[src/rtl/fp_sqrt_pkg.sv]
// Shared constants, encodings and FSM state type for the FP_sqrt datapath.
package fp_sqrt_pkg;

    localparam int unsigned M_SIZE    = 106;
    localparam int unsigned ROOT_SIZE = 53;
    localparam int unsigned DP_ITER   = 53;
    localparam int unsigned SP_ITER   = 24;
    localparam int unsigned CNT_SIZE  = 6;

    localparam logic [2:0] FLAG_DENORM   = 3'b000;
    localparam logic [2:0] FLAG_ZERO     = 3'b001;
    localparam logic [2:0] FLAG_INF      = 3'b010;
    localparam logic [2:0] FLAG_NAN      = 3'b011;
    localparam logic [2:0] FLAG_NORMAL   = 3'b100;
    localparam logic [2:0] FLAG_SIGN_ERR = 3'b111;

    localparam logic TYPE_DP = 1'b1;
    localparam logic TYPE_SP = 1'b0;

    typedef enum logic [1:0] {
        IDLE,
        CALC,
        BYPASS,
        DONE
    } state_t;

    // Counter preload: one less than the number of root bits to retire.
    function automatic logic [CNT_SIZE-1:0] iter_last(input logic t);
        return (t == TYPE_SP) ? CNT_SIZE'(SP_ITER - 1) : CNT_SIZE'(DP_ITER - 1);
    endfunction

endpackage

[src/rtl/sqrt_core_if.sv]
// Launch/result bundle between the sqrt input wrapper, the core and the rounding stage.
interface sqrt_core_if;
    import fp_sqrt_pkg::*;

    logic                 start_sqrt;
    logic                 in_type;
    logic [2:0]           in_flags;
    logic [M_SIZE-1:0]    in_mantisa;
    logic                 busy;
    logic                 done;
    logic [ROOT_SIZE-1:0] out_root;
    logic                 sticky;
    logic [2:0]           out_flags;
    logic                 out_type;

    modport master (
        output start_sqrt, in_type, in_flags, in_mantisa,
        input  busy, done, out_root, sticky, out_flags, out_type
    );

    modport slave (
        input  start_sqrt, in_type, in_flags, in_mantisa,
        output busy, done, out_root, sticky, out_flags, out_type
    );

endinterface

[src/rtl/sqrt_core_CU.sv]
// Controller for the restoring square root: launch decode, iteration counter, busy/done.
module sqrt_core_CU
    import fp_sqrt_pkg::*;
(
    input  logic       clk,
    input  logic       rst,
    input  logic       i_start,
    input  logic       i_type,
    input  logic [2:0] i_flags,
    output logic       o_load,
    output logic       o_step,
    output logic       o_fin_calc,
    output logic       o_fin_bypass,
    output logic       o_busy,
    output logic       o_done
);

    state_t              r_state;
    logic [CNT_SIZE-1:0] r_cnt;
    logic                r_busy;
    logic                r_done;

    assign o_load       = (r_state == IDLE) && i_start;
    assign o_step       = (r_state == CALC);
    assign o_fin_calc   = (r_state == CALC) && (r_cnt == '0);
    assign o_fin_bypass = (r_state == BYPASS);
    assign o_busy       = r_busy;
    assign o_done       = r_done;

    always_ff @(posedge clk) begin
        if (!rst) begin
            r_state <= IDLE;
            r_cnt   <= '0;
            r_busy  <= 1'b0;
            r_done  <= 1'b0;
        end else begin
            r_done <= 1'b0;
            case (r_state)
                IDLE: begin
                    if (i_start) begin
                        if (i_flags == FLAG_NORMAL) begin
                            r_state <= CALC;
                            r_cnt   <= iter_last(i_type);
                            r_busy  <= 1'b1;
                        end else begin
                            r_state <= BYPASS;
                        end
                    end
                end
                CALC: begin
                    if (r_cnt == '0) begin
                        r_state <= DONE;
                        r_busy  <= 1'b0;
                        r_done  <= 1'b1;
                    end else begin
                        r_cnt <= r_cnt - 1'b1;
                    end
                end
                BYPASS: begin
                    r_state <= DONE;
                    r_done  <= 1'b1;
                end
                DONE: begin
                    r_state <= IDLE;
                end
                default: begin
                    r_state <= IDLE;
                end
            endcase
        end
    end

endmodule

[src/rtl/sqrt_core_DP.sv]
// Restoring square-root datapath: radicand shifter, remainder, root, trial subtractor, result regs.
module sqrt_core_DP
    import fp_sqrt_pkg::*;
(
    input  logic                 clk,
    input  logic                 rst,
    input  logic                 i_load,
    input  logic                 i_step,
    input  logic                 i_fin_calc,
    input  logic                 i_fin_bypass,
    input  logic                 i_type,
    input  logic [2:0]           i_flags,
    input  logic [M_SIZE-1:0]    i_mantisa,
    output logic [ROOT_SIZE-1:0] o_root,
    output logic                 o_sticky,
    output logic [2:0]           o_flags,
    output logic                 o_type
);

    logic [M_SIZE-1:0]    r_rad;
    logic [ROOT_SIZE+1:0] r_rem;
    logic [ROOT_SIZE-1:0] r_q;
    logic                 r_type;
    logic [2:0]           r_flags;

    logic [ROOT_SIZE+1:0] w_rp;
    logic [ROOT_SIZE+2:0] w_diff;
    logic                 w_ge;
    logic [ROOT_SIZE+1:0] w_rem_next;
    logic [ROOT_SIZE-1:0] w_q_next;
    logic [M_SIZE-1:0]    w_rad_next;

    // Invariant R <= 2Q keeps R' and {Q,01} inside ROOT_SIZE+2 bits, so the
    // top two remainder bits are always zero when shifted out here.
    assign w_rp       = {r_rem[ROOT_SIZE-1:0], r_rad[M_SIZE-1 -: 2]};
    assign w_diff     = {1'b0, w_rp} - {1'b0, r_q, 2'b01};
    assign w_ge       = ~w_diff[ROOT_SIZE+2];
    assign w_rem_next = w_ge ? w_diff[ROOT_SIZE+1:0] : w_rp;
    assign w_q_next   = {r_q[ROOT_SIZE-2:0], w_ge};
    assign w_rad_next = {r_rad[M_SIZE-3:0], 2'b00};

    always_ff @(posedge clk) begin
        if (!rst) begin
            r_rad    <= '0;
            r_rem    <= '0;
            r_q      <= '0;
            r_type   <= 1'b0;
            r_flags  <= '0;
            o_root   <= '0;
            o_sticky <= 1'b0;
            o_flags  <= '0;
            o_type   <= 1'b0;
        end else begin
            if (i_load) begin
                r_rad   <= i_mantisa;
                r_rem   <= '0;
                r_q     <= '0;
                r_type  <= i_type;
                r_flags <= i_flags;
            end else if (i_step) begin
                r_rad <= w_rad_next;
                r_rem <= w_rem_next;
                r_q   <= w_q_next;
            end

            // Leftover radicand bits (single precision only) fold into sticky.
            if (i_fin_calc) begin
                o_root   <= (r_type == TYPE_DP) ? w_q_next : (w_q_next << (ROOT_SIZE - SP_ITER));
                o_sticky <= (w_rem_next != '0) || (w_rad_next != '0);
                o_flags  <= r_flags;
                o_type   <= r_type;
            end else if (i_fin_bypass) begin
                o_root   <= '0;
                o_sticky <= 1'b0;
                o_flags  <= r_flags;
                o_type   <= r_type;
            end
        end
    end

endmodule

[src/rtl/sqrt_core.sv]
// Iterative radix-2 restoring square-root core: one root bit per cycle, single-cycle special bypass.
module sqrt_core
    import fp_sqrt_pkg::*;
(
    input  logic       clk,
    input  logic       rst,
    sqrt_core_if.slave bus
);

    logic w_load;
    logic w_step;
    logic w_fin_calc;
    logic w_fin_bypass;

    sqrt_core_CU u_cu (
        .clk          (clk),
        .rst          (rst),
        .i_start      (bus.start_sqrt),
        .i_type       (bus.in_type),
        .i_flags      (bus.in_flags),
        .o_load       (w_load),
        .o_step       (w_step),
        .o_fin_calc   (w_fin_calc),
        .o_fin_bypass (w_fin_bypass),
        .o_busy       (bus.busy),
        .o_done       (bus.done)
    );

    sqrt_core_DP u_dp (
        .clk          (clk),
        .rst          (rst),
        .i_load       (w_load),
        .i_step       (w_step),
        .i_fin_calc   (w_fin_calc),
        .i_fin_bypass (w_fin_bypass),
        .i_type       (bus.in_type),
        .i_flags      (bus.in_flags),
        .i_mantisa    (bus.in_mantisa),
        .o_root       (bus.out_root),
        .o_sticky     (bus.sticky),
        .o_flags      (bus.out_flags),
        .o_type       (bus.out_type)
    );

endmodule

[src/flat_wrapper.sv]
// flat-port wrapper written by rule: the top's interface ports become plain ports
module sqrt_core_flat import fp_sqrt_pkg::*;
  (clk, rst, bus_start_sqrt, bus_in_type, bus_in_flags, bus_in_mantisa, bus_busy, bus_done, bus_out_root, bus_sticky, bus_out_flags, bus_out_type);
  sqrt_core_if bus_i ();
  input  logic clk;
  input  logic rst;
  input wire logic [$bits(bus_i.start_sqrt)-1:0] bus_start_sqrt;
  input wire logic [$bits(bus_i.in_type)-1:0] bus_in_type;
  input wire logic [$bits(bus_i.in_flags)-1:0] bus_in_flags;
  input wire logic [$bits(bus_i.in_mantisa)-1:0] bus_in_mantisa;
  output wire logic [$bits(bus_i.busy)-1:0] bus_busy;
  output wire logic [$bits(bus_i.done)-1:0] bus_done;
  output wire logic [$bits(bus_i.out_root)-1:0] bus_out_root;
  output wire logic [$bits(bus_i.sticky)-1:0] bus_sticky;
  output wire logic [$bits(bus_i.out_flags)-1:0] bus_out_flags;
  output wire logic [$bits(bus_i.out_type)-1:0] bus_out_type;
  assign bus_i.start_sqrt = bus_start_sqrt;
  assign bus_i.in_type = bus_in_type;
  assign bus_i.in_flags = bus_in_flags;
  assign bus_i.in_mantisa = bus_in_mantisa;
  assign bus_busy = bus_i.busy;
  assign bus_done = bus_i.done;
  assign bus_out_root = bus_i.out_root;
  assign bus_sticky = bus_i.sticky;
  assign bus_out_flags = bus_i.out_flags;
  assign bus_out_type = bus_i.out_type;
  sqrt_core u_core (.clk(clk), .rst(rst), .bus(bus_i));
endmodule
[config.mk]
export PLATFORM = sky130hd
export DESIGN_NAME = sqrt_core_flat
export DESIGN_NICKNAME = d
export VERILOG_FILES = /design/src/rtl/fp_sqrt_pkg.sv /design/src/rtl/sqrt_core_if.sv /design/src/rtl/sqrt_core_CU.sv /design/src/rtl/sqrt_core_DP.sv /design/src/rtl/sqrt_core.sv /design/src/flat_wrapper.sv
export SDC_FILE = /design/constraint.sdc
export NUM_CORES = 1
export LEC_CHECK = 0
export CAP_MARGIN = 30
export CORE_AREA = 10 10 190 192
export CTS_CLUSTER_SIZE = 30
export DETAILED_ROUTE_END_ITERATION = 7
export DIE_AREA = 0 0 200 202
export PLACE_DENSITY_LB_ADDON = 0.05
export SETUP_SLACK_MARGIN = 0.2
export SLEW_MARGIN = 20
export SYNTH_ARGS = -nofsm -noshare
export SYNTH_HDL_FRONTEND = slang
export SYNTH_SLANG_ARGS = --single-unit
export TNS_END_PERCENT = 20
[constraint.sdc]
create_clock -name clk -period 7.76 [get_ports clk]
set_input_delay 0.776 -clock clk [delete_from_list [all_inputs] [get_ports clk]]
set_output_delay 0.776 -clock clk [all_outputs]
set_load 0.05 [all_outputs]
# Yosys cells after proc, flatten, opt, wreduce, memory -nomap -nowiden
# Index checks and enable logic that the tools add are counted.
# Widths: inputs -> output; s select.
[op_classes] add_sub_neg=2 bitwise_logic=2 n_eq_ne=8 reduce_logical=14 mux=27
[ops] operator="$mux 106" n=2
[ops] operator="$mux 53" n=3
[ops] operator="$reduce_bool 106->1" n=1
[ops] operator="$sub 55x55->56" n=1
[ops] operator="$mux 55" n=1
[ops] operator="$reduce_bool 55->1" n=1
[ops] operator="$mux 6" n=4
[ops] operator="$pmux 6 s2" n=1
[ops] operator="$mux 1" n=8
[ops] operator="$pmux 2 s4" n=1
[ops] operator="$reduce_and 4->1" n=2
[ops] operator="$logic_not 6->1" n=1
[ops] operator="$mux 2" n=3
[ops] operator="$mux 3" n=2
[ops] operator="$reduce_bool 2->1" n=3
[ops] operator="$sub 6x1->6 const B" n=1
[ops] operator="$eq 2x2->1 const B" n=2
[ops] operator="$ne 2x1->1 const B" n=2
[ops] operator="$ne 2x2->1 const B" n=2
[ops] operator="$pmux 1 s2" n=2
[ops] operator="$eq 3x3->1 const B" n=1
[ops] operator="$eq 2x1->1 const B" n=1
[ops] operator="$logic_and 1x1->1" n=2
[ops] operator="$logic_not 2->1" n=1
[ops] operator="other kinds (4)" n=5
[totals] inputBits=113 out_inout_bits=60 wordCells=66 register_bits=284

# Depth between registers and ports, before layout
[logic_depth] depth_word=5 depth_mapped=16 ltp_nobuf=13

# By module
# Synthesis repeated with hierarchy kept, for this count alone.
[hier_totals] cells_unflattened=2058 hier_area_um2=16460.8
[modules_own_cells] mod="sqrt_core_DP" cells_each=1983 n_inst=1 seq_area_each_um2=5485.3 area_per_inst_um2=15823.9
[modules_own_cells] mod="sqrt_core_CU" cells_each=75 n_inst=1 seq_area_each_um2=200.2 area_per_inst_um2=636.9

# Worst setup path before layout
# No wires, ideal clock.
[synth_path] path_kind="register to register" start="register u_core.u_dp.r_q[1]" end="register u_core.u_dp.o_sticky" slack_ns=4.520 synth_period_minus_slack_ns=3.240 setup_time_ns=0.126 t_required_ns=7.634 stages_incl_launch_ff=15 t_arrival_ns=3.113 cell_sequence="dfxtp_1 -> inv_1 -> ha_1 -> o211ai_1 -> o21a_1 -> a2111o_1 -> a31oi_4 -> a32o_2 -> o21ai_2 -> buf_6 -> or4_1 -> o41ai_1 -> nand4b_1 -> nor3_2 -> a31oi_1"
[synth_between] elab_chain_len=5
[synth_rtl] element="start: declaration" line_no="sqrt_core_DP.sv:22" source="logic [ROOT_SIZE-1:0] r_q;"
[synth_rtl] element="start signal: assignment" line_no="sqrt_core_DP.sv:63" source="r_q <= w_q_next;"
[synth_rtl] element="$sub 55x55->56" line_no="sqrt_core_DP.sv:36" source="assign w_diff = {1'b0, w_rp} - {1'b0, r_q, 2'b01};"
[synth_rtl] element="$mux 55" line_no="sqrt_core_DP.sv:38" source="assign w_rem_next = w_ge ? w_diff[ROOT_SIZE+1:0] : w_rp;"
[synth_rtl] element="$reduce_bool 55->1" line_no="sqrt_core_DP.sv:69" source="o_sticky <= (w_rem_next != '0) || (w_rad_next != '0);"
[synth_rtl] element="$logic_or 1x1->1" line_no="sqrt_core_DP.sv:69"
[synth_rtl] element="$mux 1" line_no="sqrt_core_DP.sv:67" source="if (i_fin_calc) begin"
[synth_rtl] element="end signal: assignment" line_no="sqrt_core_DP.sv:69"
[synth_rtl] element="end: declaration" line_no="sqrt_core_DP.sv:15" source="output logic o_sticky,"
# No other way between the ends.
# A chain may end at the register's enable or synchronous reset.

# Final worst setup path
# Ends and elaborated chain as after synthesis.

==> impl_metrics.tcl <==
set metrics [dict create \
    status "completed" \
    clk_pin_slew_ps 60 \
    synth_enable_flop_cells 0 \
    final_nets 2167 \
    arrival_ps 4620 \
    critPathLaunchType "flip-flop" \
    track_usage_pct 25.8 \
    whs_path_depth 2 \
    rr_endpoint "u_core.u_dp.o_sticky" \
    setup_slack_ps 3590 \
    holdBufCountCts 0 \
    via_count 14700 \
    tns_ps 0 \
    ff_latch_area_um2 5690 \
    cts_resized 0 \
    fp.coreArea_um2 32300 \
    yosys_warnings 0 \
    finalCritPeriodShare_pct 53.7 \
    cts_setup_buffers 0 \
    tightest_slew_ps 971 \
    worstSetupStartpoint "u_core.u_dp.r_q[1]" \
    ys_seq_area_share_pct 35.6 \
    antenna_found_initial 0 \
    die_area_um2 40400 \
    synth_cells 1906 \
    rsz0062_at_grt "false" \
    path_class "reg -> reg" \
    vias_per_cell 5.97 \
    hpwl_mm 40.7 \
    synth_area_leader_cell "dfxtp_1" \
    reg2reg_from "u_core.u_dp.r_q[1]" \
    hold_class "reg -> reg" \
    synth_top_area_share_pct 35.6 \
    met3_usage_pct 3.64 \
    grt_overflow 0 \
    maxCapViolations 0 \
    portBuffers 172 \
    grt_pass1_wl_mm 82.7 \
    reg2reg_slack_ps 3590 \
    num_rows 66 \
    fp.dieH_um 202 \
    first_pass_iters 7 \
    multi_input_area_um2 9510 \
    crit_path_end_kind "flip-flop" \
    grt_max_degree 103 \
    drcViolationCount 0 \
    numCtsBuffers 31 \
    drt_iter0_markers 1206 \
    busiest_layer "met2" \
    synth_nets 2077 \
    synth.area.top_cells "dfxtp_1 36%, mux2i_1 13%, a211oi_1 6.0%, nor2_1 5.9%, ha_1 4.6%" \
    cp_data_required_time_ps 8210 \
    initial_core_util_pct 49.4 \
    syn2layout_area_growth_pct 19.2 \
    drv_slew 0 \
    syn_area_um2 15900 \
    synth_flop_cell "dfxtp_1" \
    wl_per_cell_um 21.9 \
    slew_headroom_pct 35.3 \
    synthArstFlopShare_pct 0 \
    drive_above_1_share_pct 4.26 \
    period_needed_ps 4170 \
    cts_tree "done" \
    use_met2_pct 40.6 \
    syn_area_per_cell_um2 8.37 \
    insertion_delay_ps 580 \
    clk_path_buf_depth 3 \
    clock_sinks 284 \
    die_w_um 200 \
    finClkSkew_ps 20.7 \
    min_from "u_core.u_dp.o_flags[2]" \
    ios 173 \
    nFillCells 2921 \
    grt_use_met1_pct 35.1 \
    routed_wl_mm 54.0 \
    htree_levels 1 \
    cts_root_buffer "clkbuf_16" \
    post-place-ws_ps 3690 \
    cp_max_fo 24 \
    grt_pass1_vias 14000 \
    finalHoldViolCount 0 \
    cp-endpoint "u_core.u_dp.o_sticky" \
    detail-route-antenna-nets 0 \
    antennaDiodeCount 0 \
    max_freq_ghz 0.240 \
    ys_ff_latch 284 \
    place_congestion 1.05 \
    reg2reg_depth 12 \
    synthDistinctLibCells 75 \
    setup_viol 0 \
]
layer usage:
metal | routed length, µm | share of wire (%)
met5 | 0 | 0
met4 | 2000 | 3.7
met3 | 3000 | 5.6
met2 | 24500 | 45
met1 | 24500 | 45
worst min-delay path by stage:
stage	end	slack [ps]
final	u_core.u_dp.o_flags[2]	460
after floorplan	u_core.u_dp.r_flags[0]	440
after global routing	u_core.u_dp.r_flags[0]	480
after global placement	u_core.u_dp.r_flags[1]	440
after detailed placement	u_core.u_dp.r_flags[1]	450
after CTS	u_core.u_dp.r_flags[1]	460
registers in the layout, summed over array words and instances, names as in the netlist:
signal,flops
u_core.u_dp.r_q,53
u_core.u_dp.o_root,53
u_core.u_dp.r_rem,53
u_core.u_dp.o_type,1
u_core.u_dp.r_rad,106
u_core.u_dp.o_flags,3
u_core.u_cu.o_busy,1
u_core.u_dp.r_type,1
u_core.u_dp.o_sticky,1
u_core.u_dp.r_flags,3
u_core.u_cu.r_state,2
u_core.u_cu.o_done,1
u_core.u_cu.r_cnt,6
critical path, stage by stage (launching register included):
cell and delay (ps):
dfxtp_1 400, inv_1 70, ha_1 340, o211ai_1 110
o21a_1 270, a2111o_1 530, a31oi_4 330, a32o_2 300
o21a_1 500, buf_4 440, mux2i_1 280, nor4bb_1 350
a31oi_1 120
cell type report:
type / count / area share [%]
well taps: 442 / 2.91
inverters: 73 / 1.44
flip-flops and latches: 284 / 29.9
clock buffers: 47 / 4.82
repair buffers: 189 / 10.2
multi-input cells: 1417 / 50.1
clock inverters: 11 / 0.678
placed cells by master, fill, tap and decap left out, types with 5 or more instances in the layout:
cell	count
nand3_1	14
nand4_1	24
nor3_1	27
o211ai_1	11
and2_1	30
buf_4	12
o21ai_0	86
a22oi_1	30
clkbuf_16	31
o31ai_1	7
o21a_1	20
nor4_1	39
nand2_1	125
clkinv_2	5
o211a_1	11
inv_1	72
or3_1	6
dfxtp_1	284
a21boi_0	11
ha_1	57
and3_1	8
nand3b_1	27
nor2_1	250
clkdlybuf4s50_1	171
clkbuf_1	8
o21bai_1	10
a21o_1	15
mux2i_1	208
a21oi_1	99
a211oi_1	127
nor3b_1	5
xor2_1	18
a31oi_1	9
a311oi_1	8
clkbuf_8	8
xnor2_1	28
nor2b_1	34
through the flow:
step                      hold slack, ps  cell area, µm²  std cells  utilization, %
after floorplan                      437           15900       1906               -
after global placement               443           17800       2399            55.2
after detailed placement             448           17900       2401            55.4
after CTS                            457           18900       2459            58.6
after global routing                 483           19000       2463            58.9
final                                461           19000       2463            58.9
cell families after synthesis:
family / synth area share, %
adders and majority gates: 4.55
xor gates and xnor gates: 2.53
buffers and inverters: 4.93
and+or+nand+nor: 18.7
AOI/OAI and AO/OA: 20.6
DFF: 35.6
muxes: 13.1
synth_stat cells (all sizes together), types with 10 or more instances:
cell type    n
a211oi     127
a21boi      12
a21o        15
a21oi       99
a22oi       30
a31oi       10
and2        30
buf         32
clkbuf     100
dfxtp      284
ha          58
inv         73
mux2i      208
nand2      127
nand3       14
nand3b      27
nand4       24
nor2       251
nor2b       34
nor3        28
nor4        39
o211a       11
o211ai      11
o21a        20
o21ai       88
o21bai      10
xnor2       28
xor2        18
Power is left out: the tool's default activity adds up to more than one toggle a clock period on the data nets, which glitch-free logic cannot reach.
